File: config.mk
export PLATFORM = sky130hd
export DESIGN_NAME = fetch_stage_flat
export DESIGN_NICKNAME = d
export VERILOG_FILES = /design/src/rtl/cpu_pkg.sv /design/src/rtl/fetch_stage_if.sv /design/src/rtl/fetch_stage_ifid_reg.sv /design/src/rtl/fetch_stage.sv /design/src/flat_wrapper.sv
export SDC_FILE = /design/constraint.sdc
export NUM_CORES = 1
export LEC_CHECK = 0
export BUFFER_PORTS_ARGS = -buffer_cell sky130_fd_sc_hd__buf_2
export CAP_MARGIN = 30
export CORE_UTILIZATION = 60
export CTS_BUF_LIST = sky130_fd_sc_hd__clkbuf_2
export DETAILED_ROUTE_END_ITERATION = 8
export PLACE_DENSITY = 0.83
export SETUP_SLACK_MARGIN = 0.2
export SYNTH_ARGS = -nofsm -noshare
export SYNTH_HDL_FRONTEND = slang
export SYNTH_SLANG_ARGS = --single-unit
File: constraint.sdc
create_clock -name clk -period 3.55 [get_ports clk]
set_input_delay 0.71 -clock clk [delete_from_list [all_inputs] [get_ports clk]]
set_output_delay 0.71 -clock clk [all_outputs]
set_load 0.03 [all_outputs]
File: src/rtl/cpu_pkg.sv
// Shared RV32I pipeline types: fetch FSM states, IF/ID bundle, reset constants.
package cpu_pkg;

    typedef enum logic [1:0] {
        FETCH    = 2'd0,
        BUFFERED = 2'd1,
        DROP     = 2'd2
    } fetch_state_t;

    localparam logic [31:0] RESET_PC_DEFAULT = 32'h0000_0000;
    localparam logic [31:0] NOP_INSTR        = 32'h0000_0013;

    typedef struct packed {
        logic [31:0] instr;
        logic [31:0] pc;
        logic [31:0] pcplus4;
        logic        valid;
    } ifid_t;

endpackage

File: src/rtl/fetch_stage_if.sv
// Single-outstanding instruction-memory request/acknowledge port.
interface fetch_stage_if;

    logic        IReq;
    logic [31:0] IAddr;
    logic        IAck;
    logic [31:0] IRdata;

    modport master (
        output IReq,
        output IAddr,
        input  IAck,
        input  IRdata
    );

    modport slave (
        input  IReq,
        input  IAddr,
        output IAck,
        output IRdata
    );

endinterface

File: src/rtl/fetch_stage_ifid_reg.sv
// IF/ID pipeline register: flush beats stall, stall holds, bubble is NOP.
module ifid_reg
    import cpu_pkg::*;
#(
    parameter logic [31:0] NOP = NOP_INSTR
) (
    input  logic  clk,
    input  logic  reset,
    input  logic  stall,
    input  logic  flush,
    input  ifid_t d,
    output ifid_t q
);

    ifid_t bubble;

    assign bubble = '{instr: NOP, pc: '0, pcplus4: '0, valid: 1'b0};

    always_ff @(posedge clk) begin
        if (reset || flush) begin
            q <= bubble;
        end else if (!stall) begin
            q <= d;
        end
    end

endmodule

File: src/rtl/fetch_stage.sv
// RV32I fetch stage: PC, request FSM, 1-entry stall buffer, IF/ID register.
// Optional FETCH_MISALIGN_EN adds MisalignD for unaligned redirect targets.
module fetch_stage #(
    parameter logic [31:0] RESET_PC  = cpu_pkg::RESET_PC_DEFAULT,
    parameter logic [31:0] NOP_INSTR = cpu_pkg::NOP_INSTR
) (
    input  logic          clk,
    input  logic          reset,
    fetch_stage_if.master imem,
    input  logic          StallD,
    input  logic          FlushD,
    input  logic          PCSrcE,
    input  logic [31:0]   PCTargetE,
    output logic [31:0]   InstrD,
    output logic [31:0]   PCD,
    output logic [31:0]   PCPlus4D,
    output logic          ValidD
`ifdef FETCH_MISALIGN_EN
    ,
    output logic          MisalignD
`endif
);

    import cpu_pkg::*;

    fetch_state_t state, state_n;
    logic [31:0]  pcf, pcf_n;
    logic [31:0]  redir, redir_n;
    logic [31:0]  bufi, bufi_n;
    logic [31:0]  bufpc, bufpc_n;
    logic [31:0]  tgt;
    logic         ack;
    logic         flush_d;
    ifid_t        d, q;

    assign tgt        = PCTargetE & 32'hFFFF_FFFC;
    assign imem.IReq  = !reset && (state != BUFFERED);
    assign imem.IAddr = pcf;
    assign ack        = imem.IReq && imem.IAck;
    assign flush_d    = FlushD || PCSrcE;

    always_comb begin
        state_n = state;
        pcf_n   = pcf;
        redir_n = redir;
        bufi_n  = bufi;
        bufpc_n = bufpc;
        d       = '{instr: NOP_INSTR, pc: '0, pcplus4: '0, valid: 1'b0};
        unique case (1'b1)
            (state == FETCH): begin
                if (PCSrcE) begin
                    if (ack) begin
                        pcf_n = tgt;
                    end else begin
                        redir_n = tgt;
                        state_n = DROP;
                    end
                end else if (ack) begin
                    pcf_n = pcf + 32'd4;
                    if (StallD) begin
                        bufi_n  = imem.IRdata;
                        bufpc_n = pcf;
                        state_n = BUFFERED;
                    end else begin
                        d = '{instr: imem.IRdata, pc: pcf,
                              pcplus4: pcf + 32'd4, valid: 1'b1};
                    end
                end
            end
            (state == BUFFERED): begin
                if (PCSrcE) begin
                    pcf_n   = tgt;
                    state_n = FETCH;
                end else if (!StallD) begin
                    d = '{instr: bufi, pc: bufpc,
                          pcplus4: bufpc + 32'd4, valid: 1'b1};
                    state_n = FETCH;
                end
            end
            default: begin
                // Old request must still complete; its data is thrown away.
                if (PCSrcE) begin
                    if (ack) begin
                        pcf_n   = tgt;
                        state_n = FETCH;
                    end else begin
                        redir_n = tgt;
                    end
                end else if (ack) begin
                    pcf_n   = redir;
                    state_n = FETCH;
                end
            end
        endcase
    end

    always_ff @(posedge clk) begin
        if (reset) begin
            state <= FETCH;
            pcf   <= RESET_PC;
            redir <= '0;
            bufi  <= NOP_INSTR;
            bufpc <= '0;
        end else begin
            state <= state_n;
            pcf   <= pcf_n;
            redir <= redir_n;
            bufi  <= bufi_n;
            bufpc <= bufpc_n;
        end
    end

    ifid_reg #(.NOP(NOP_INSTR)) u_ifid (
        .clk   (clk),
        .reset (reset),
        .stall (StallD),
        .flush (flush_d),
        .d     (d),
        .q     (q)
    );

    assign InstrD   = q.instr;
    assign PCD      = q.pc;
    assign PCPlus4D = q.pcplus4;
    assign ValidD   = q.valid;

`ifdef FETCH_MISALIGN_EN
    logic pmis, rmis, bmis, mq;

    // pmis tags the word at pcf; it follows pcf through DROP and the buffer.
    always_ff @(posedge clk) begin
        if (reset) begin
            pmis <= 1'b0;
            rmis <= 1'b0;
            bmis <= 1'b0;
            mq   <= 1'b0;
        end else begin
            if (PCSrcE && state_n == DROP) begin
                rmis <= |PCTargetE[1:0];
            end
            if (PCSrcE && state_n == FETCH) begin
                pmis <= |PCTargetE[1:0];
            end else if (ack && state == DROP) begin
                pmis <= rmis;
            end else if (ack) begin
                pmis <= 1'b0;
            end
            if (state == FETCH && state_n == BUFFERED) begin
                bmis <= pmis;
            end
            if (flush_d) begin
                mq <= 1'b0;
            end else if (!StallD) begin
                mq <= d.valid && ((state == BUFFERED) ? bmis : pmis);
            end
        end
    end

    assign MisalignD = mq;
`endif

endmodule

File: src/flat_wrapper.sv
// flat-port wrapper written by rule: the top's interface ports become plain ports
module fetch_stage_flat import cpu_pkg::*;
#(
    parameter logic [31:0] RESET_PC  = cpu_pkg::RESET_PC_DEFAULT,
    parameter logic [31:0] NOP_INSTR = cpu_pkg::NOP_INSTR
)
  (clk, reset, StallD, FlushD, PCSrcE, PCTargetE, InstrD, PCD, PCPlus4D, ValidD, imem_IReq, imem_IAddr, imem_IAck, imem_IRdata);
  fetch_stage_if imem_i ();
  input  logic clk;
  input  logic reset;
  input  logic StallD;
  input  logic FlushD;
  input  logic PCSrcE;
  input  logic [31:0] PCTargetE;
  output logic [31:0] InstrD;
  output logic [31:0] PCD;
  output logic [31:0] PCPlus4D;
  output logic ValidD;
  output wire logic [$bits(imem_i.IReq)-1:0] imem_IReq;
  output wire logic [$bits(imem_i.IAddr)-1:0] imem_IAddr;
  input wire logic [$bits(imem_i.IAck)-1:0] imem_IAck;
  input wire logic [$bits(imem_i.IRdata)-1:0] imem_IRdata;
  assign imem_IReq = imem_i.IReq;
  assign imem_IAddr = imem_i.IAddr;
  assign imem_i.IAck = imem_IAck;
  assign imem_i.IRdata = imem_IRdata;
  fetch_stage #(.RESET_PC(RESET_PC), .NOP_INSTR(NOP_INSTR)) u_core (.clk(clk), .reset(reset), .imem(imem_i), .StallD(StallD), .FlushD(FlushD), .PCSrcE(PCSrcE), .PCTargetE(PCTargetE), .InstrD(InstrD), .PCD(PCD), .PCPlus4D(PCPlus4D), .ValidD(ValidD));
endmodule
# Word level (Yosys, flattened, before mapping)
# Cells that the tools add are included.
[classes] n_addsub=2 multipliers=0 div=0 magnitude_cmp=0 eq_ne=7 n_shift=0 mux=19 bitwise_logic=3 n_reduce_logical=12
[op_table] op="2-to-1 mux 97 bit" count=3
[op_table] op="case mux 97 bit (2 select lines)" count=1
[op_table] op="2-to-1 mux 32 bit" count=6
[op_table] op="adder 32 x 3 -> 32 bit, second input constant" count=2
[op_table] op="case mux 32 bit (2 select lines)" count=1
[op_table] op="2-to-1 mux 2 bit" count=7
[op_table] op="!= test 3 bit, second input constant" count=3
[op_table] op="AND reduction 5 bit" count=1
[op_table] op="case mux 2 bit (2 select lines)" count=1
[op_table] op="AND reduction 4 bit" count=1
[op_table] op="!= test 3 x 2 -> 1 bit, second input constant" count=1
[op_table] op="inverter 1 bit" count=3
[op_table] op="AND reduction 3 bit" count=1
[op_table] op="nonzero test 3 bit" count=1
[op_table] op="== test 2 x 1 -> 1 bit, second input constant" count=1
[op_table] op="logical AND 1 bit" count=2
[op_table] op="logical NOT 2 bit" count=1
[op_table] op="logical OR 1 bit" count=2
[op_table] op="!= test 2 x 1 -> 1 bit, second input constant" count=1
[op_table] op="!= test 2 bit, second input constant" count=1
[op_table] op="AND reduction 2 bit" count=1
[op_table] op="nonzero test 2 bit" count=1
[op_table] op="logical NOT 1 bit" count=1
[word_totals] register_bits=225 latch_bits=0 mem_bits_rw=0 mem_bits_ro=0 in_bits=70 out_inout_bits=130 elab_cells=52 memories=0

# Depth between registers and ports, before layout
[depth] ltp_word=6 mapped_depth=8 depth_no_buf=6

# Modules after synthesis
# From an unflattened synthesis, not the netlist that was laid out.
[hier_totals] hier_cells=1369 hier_area_um2=11183.2
[by_module_without_submodules] mod="fetch_stage" n_inst=1 cells_per_inst=1054 area_per_inst_um2=7696.1 seq_area_each_um2=2562.5
[by_module_without_submodules] mod="ifid_reg" n_inst=1 cells_per_inst=315 area_per_inst_um2=3487.1 seq_area_each_um2=1941.9

# Least setup slack after synthesis
# No wires, ideal clock.
[synth_path] kind="register -> register" from="register u_core.pcf[10], in the netlist u_core.imem.IAddr[10]" to="register, netlist name u_core.u_ifid.q[27]" setup_time_ps=122 t_arrival_ps=2118 t_required_ps=3428 setup_slack_ps=1310 stages_incl_launch_ff=7 n_path_buf=1 period_less_slack_ps=2240 path_cell_list="dfxtp_1 > buf_2 > nand4_4 > nor3_1 > and4_1 > xor2_1 > a221o_1"
[synth_between] elab_chain_cells=4
[synth_rtl] item="from (decl)" line="fetch_stage.sv:27" source="logic [31:0] pcf, pcf_n;"
[synth_rtl] item="from (signal assigned)" line="fetch_stage.sv:106" source="pcf <= pcf_n;"
[synth_rtl] item="adder 32 x 3 -> 32 bit" line="fetch_stage.sv:66" source="pcplus4: pcf + 32'd4, valid: 1'b1};"
[synth_rtl] item="2-to-1 mux 97 bit" line="fetch_stage.sv:58" source="end else if (ack) begin"
[synth_rtl] item="2-to-1 mux 97 bit" line="fetch_stage.sv:51" source="if (PCSrcE) begin"
[synth_rtl] item="case mux 97 bit (2 select lines)" line="fetch_stage.sv:49" source="unique case (1'b1)"
# Every way passes these cells.
# A chain may end at the register's enable or synchronous reset.

# Worst setup path in the final report
[layout_path] from="register u_core.state[0]" to="output port imem_IReq"
[layout_between] elab_chain_cells=2
[layout_rtl] item="from (decl)" line="fetch_stage.sv:26" source="fetch_state_t state, state_n;"
[layout_rtl] item="from (signal assigned)" line="fetch_stage.sv:105" source="state <= state_n;"
[layout_rtl] item="!= test 2 x 1 -> 1 bit" line="fetch_stage.sv:37" source="assign imem.IReq = !reset && (state != BUFFERED);"
[layout_rtl] item="logical AND 1 bit" line="fetch_stage.sv:37"
[layout_rtl] item="to (decl)" line="flat_wrapper.sv:19" source="output wire logic [$bits(imem_i.IReq)-1:0] imem_IReq;"
# Every way passes these cells.

==> impl_metrics.csv <==
group,metric,value,unit
sta,setup-violations-final,0,
clock_network,cts_resized,0,
synth,synth_area_leaders,"dfxtp_1 (42%), nand2_1 (8.6%), a21oi_1 (5.8%)",
clock_network,post_cts_buffers,0,
global_route,grt_pass1_wl,49.9,mm
sta,report.final.slew_viol_count,0,
sta,relSlewSlack,39.4,%
global_route,met2_usage,56.2,%
global_route,grt_use_total,34.4,%
power_and_ir_drop,cellPowerDensity,412,nW/um^2
synth,synth-edff-count,0,
clock_network,clk_path_buf_depth,3,
sta,hold_slack,93.0,ps
synth,post-synth-top-count-cell,"nand2_1",
critical_path,crit_family,"flip-flops",
clock_network,cts_sinks,223,
synth,synth_top_family_by_area,"compound AO/OA/AOI/OAI gates",
detailed_routing,ant_nets,0,
detailed_routing,drtIter0Drc,1115,
power_and_ir_drop,vdd_drop_max,0.000291,V
synth,ys_ff_latch,223,
sta,rsz0062_at_grt,"no",
die,placementRows,48,
global_route,grtUsageMet1,43.5,%
sta,tns,0,ps
global_route,grt-ovfl-total,0,
synth,post-synth-top-area-cell,"dfxtp_1",
run_status,outcome,"finished clean",
critical_path,critPathMaxFanout,14,
synth,synth.distinct_cells,62,
synth,synth_mux_area_share,0.190,%
sta,period_minus_slack,3040,ps
place,routabilityCongestion,0.920,
clock_network,htree_levels,2,
detailed_routing,drc,0,
clock_network,clkTransAtPathRegs,100,ps
detailed_routing,wl_per_cell,18.8,um
critical_path,slowest_stage,"dfxtp_1",
layout,drive_above_1_share,22.2,%
critical_path,endpoint_kind,"output pin",
layout,ff_latch_area,4460,um^2
clock_network,cts_buffers,55,
job,drv_cap,0,
sta,finalCritPeriodShare,85.7,%
sta,hold_viol,0,
synth,syn_area_per_cell,8.01,um^2
clock_network,cts_hold_buf,0,
synth,yosysWarnings,0,
hold_path,hp-class,"primary input to register",
detailed_routing,routed_via_density,6.37,
layout,area_delta_synth_final,14.3,%
synth,synth-xor-area-share,3.98,%
synth,netlist_area,10600,um^2
die,start_util,61.3,%
synth,synthArstFlopShare,0,%
critical_path,criticalPathCategory,"register to output pin",
die,die_width,135,um
synth,synth_seq_area_share,42.3,%
sta,skew,50.7,ps
sta,tightest_slew,907,ps
power_and_ir_drop,leakage,4.86,nW
synth,synth_nets,1390,
place,io_buffers,197,
die,die_h,135,um
layout,fin_nets,1549,
die,ios,200,
sta,clock.fmax,0.329,GHz
place,place_hpwl,22.0,mm
layout,nFillCells,1466,
synth,synth-compound-area-share,25.4,%
critical_path,slowest_delay,700,ps
critical_path,critPathRequiredTime,2840,ps
synth,yosys.area_share.simple,22.2,%
critical_path,cp.buffers_inverters,1,
synth,syn_inst,1318,
critical_path,cp_cell_sequence,"nor2b_2 -> nor2_1 -> buf_2",
detailed_routing,first_pass_iters,5,
layout,multi_input_area,5540,um^2
clock_network,cts_tree,"done",
detailed_routing,vias,11100,
critical_path,cp.arrival,2330,ps
clock_network,ctsRootBufferMaster,"clkbuf_2",
global_route,antenna_found_initial,1,
global_route,top_usage_layer,"met2",
detailed_routing,drt-total-wl,32.6,mm
global_route,grt_max_degree,65,
critical_path,startpoint_type,"register",
global_route,first_global_vias,9919,
die,die_area,18100,um^2
global_route,grt_use_met3,5.89,%
synth,synth_common_cells,"nand2_1 (242), dfxtp_1 (223), a21oi_1 (122)",
synth,synthFlopType,"dfxtp_1",
synth,yosysTopAreaCellShare,42.3,%
clock_network,worstSkewPairLatency,850,ps
synth,synth_fa_ha_area_share,0.237,%
die,fp.coreArea,17200,um^2
[cell usage in the layout (no fill, tap or decap), drive strengths merged, types with 25 or more instances in the layout]
master  netlist  layout
nor3         59      59
buf          31     232
nand3        34      34
clkbuf       99      79
o21ai        58      58
xnor2        33      33
a221oi       44      44
nand2       242     242
dfxtp       223     223
nand4        25      25
nor2         71      71
a21oi       122     122
[worst paths after layout]
| kind | slack (ps) | cells past startpoint | to | startpoint |
|---|---|---|---|---|
| max | 510 | 3 | imem_IReq | u_core.state[0]$_SDFFE_PP0P_ |
| min | 90 | 3 | u_core.redir[14]$_SDFFE_PP0P_ | PCTargetE[14] |
| max reg2reg | 720 | 5 | u_core.u_ifid.q[58]$_SDFFE_PP0N_ | u_core.state[0]$_SDFFE_PP0P_ |
| min reg2reg | 460 | 2 | u_core.redir[13]$_SDFFE_PP0P_ | u_core.redir[13]$_SDFFE_PP0P_ |
[through the flow]
| stage | total power, mW | setup WS [ps] | std cells | utilization (%) | instance area (um^2) |
|---|---|---|---|---|---|
| final | 4.97 | 508 | 1737 | 70.0 | 12100 |
| after CTS | 4.96 | 566 | 1736 | 70.0 | 12100 |
| after global routing | 5.17 | 483 | 1737 | 70.0 | 12100 |
| after global placement | 3.37 | 618 | 1645 | 67.4 | 11600 |
| after detailed placement | 3.39 | 563 | 1645 | 67.4 | 11600 |
| after floorplan | 3.15 | 1310 | 1318 | - | 10600 |
[registers in the layout, summed over array words and instances (netlist names)]
| name | cells |
|---|---|
| u_core.imem.IAddr | 32 |
| u_core.bufpc | 32 |
| u_core.u_ifid.q | 95 |
| u_core.redir | 30 |
| u_core.state | 2 |
| u_core.bufi | 32 |
[layer usage]
| metal | wire length (um) | up-vias | share of wire, % |
|---|---|---|---|
| met1 | 12900 | 5235 | 40 |
| met3 | 2910 | 98 | 8.9 |
| met4 | 1230 | 0 | 3.8 |
| met5 | 0 | - | 0 |
| li1 | - | 5120 | - |
| met2 | 15600 | 619 | 48 |
[kinds of logic after synthesis]
logic type	Yosys count
flip-flops	223
multiplexers	2
AND/OR/NAND/NOR	503
buffers and inverters	149
AO/OA/AOI/OAI	391
XOR/XNOR	48
adder cells (fa/ha/maj)	2
[worst reg2reg max path: cells and delay by family (launching register included)]
family	cells	cell delay (ps)
and+or+nand+nor	2	870
DFF	1	700
buffers and inverters	1	610
AOI/OAI and AO/OA	2	530
[power breakdown]
part	internal, mW	leakage (nW)	switching, mW
sequential	2.57	1.81	0.107
combinational	0.226	2.70	0.441
clock	0.589	0.347	1.03
[cell type report]
type	count	share of cell area, %
flip-flops and latches	223	37.0
multi-input cells	946	45.9
clock buffers	79	3.28
repair buffers	232	10.5
inverters	19	0.591
diodes	1	0.0207
well taps	225	2.33
clock inverters	12	0.435
Power figures use the tool's default switching activity.
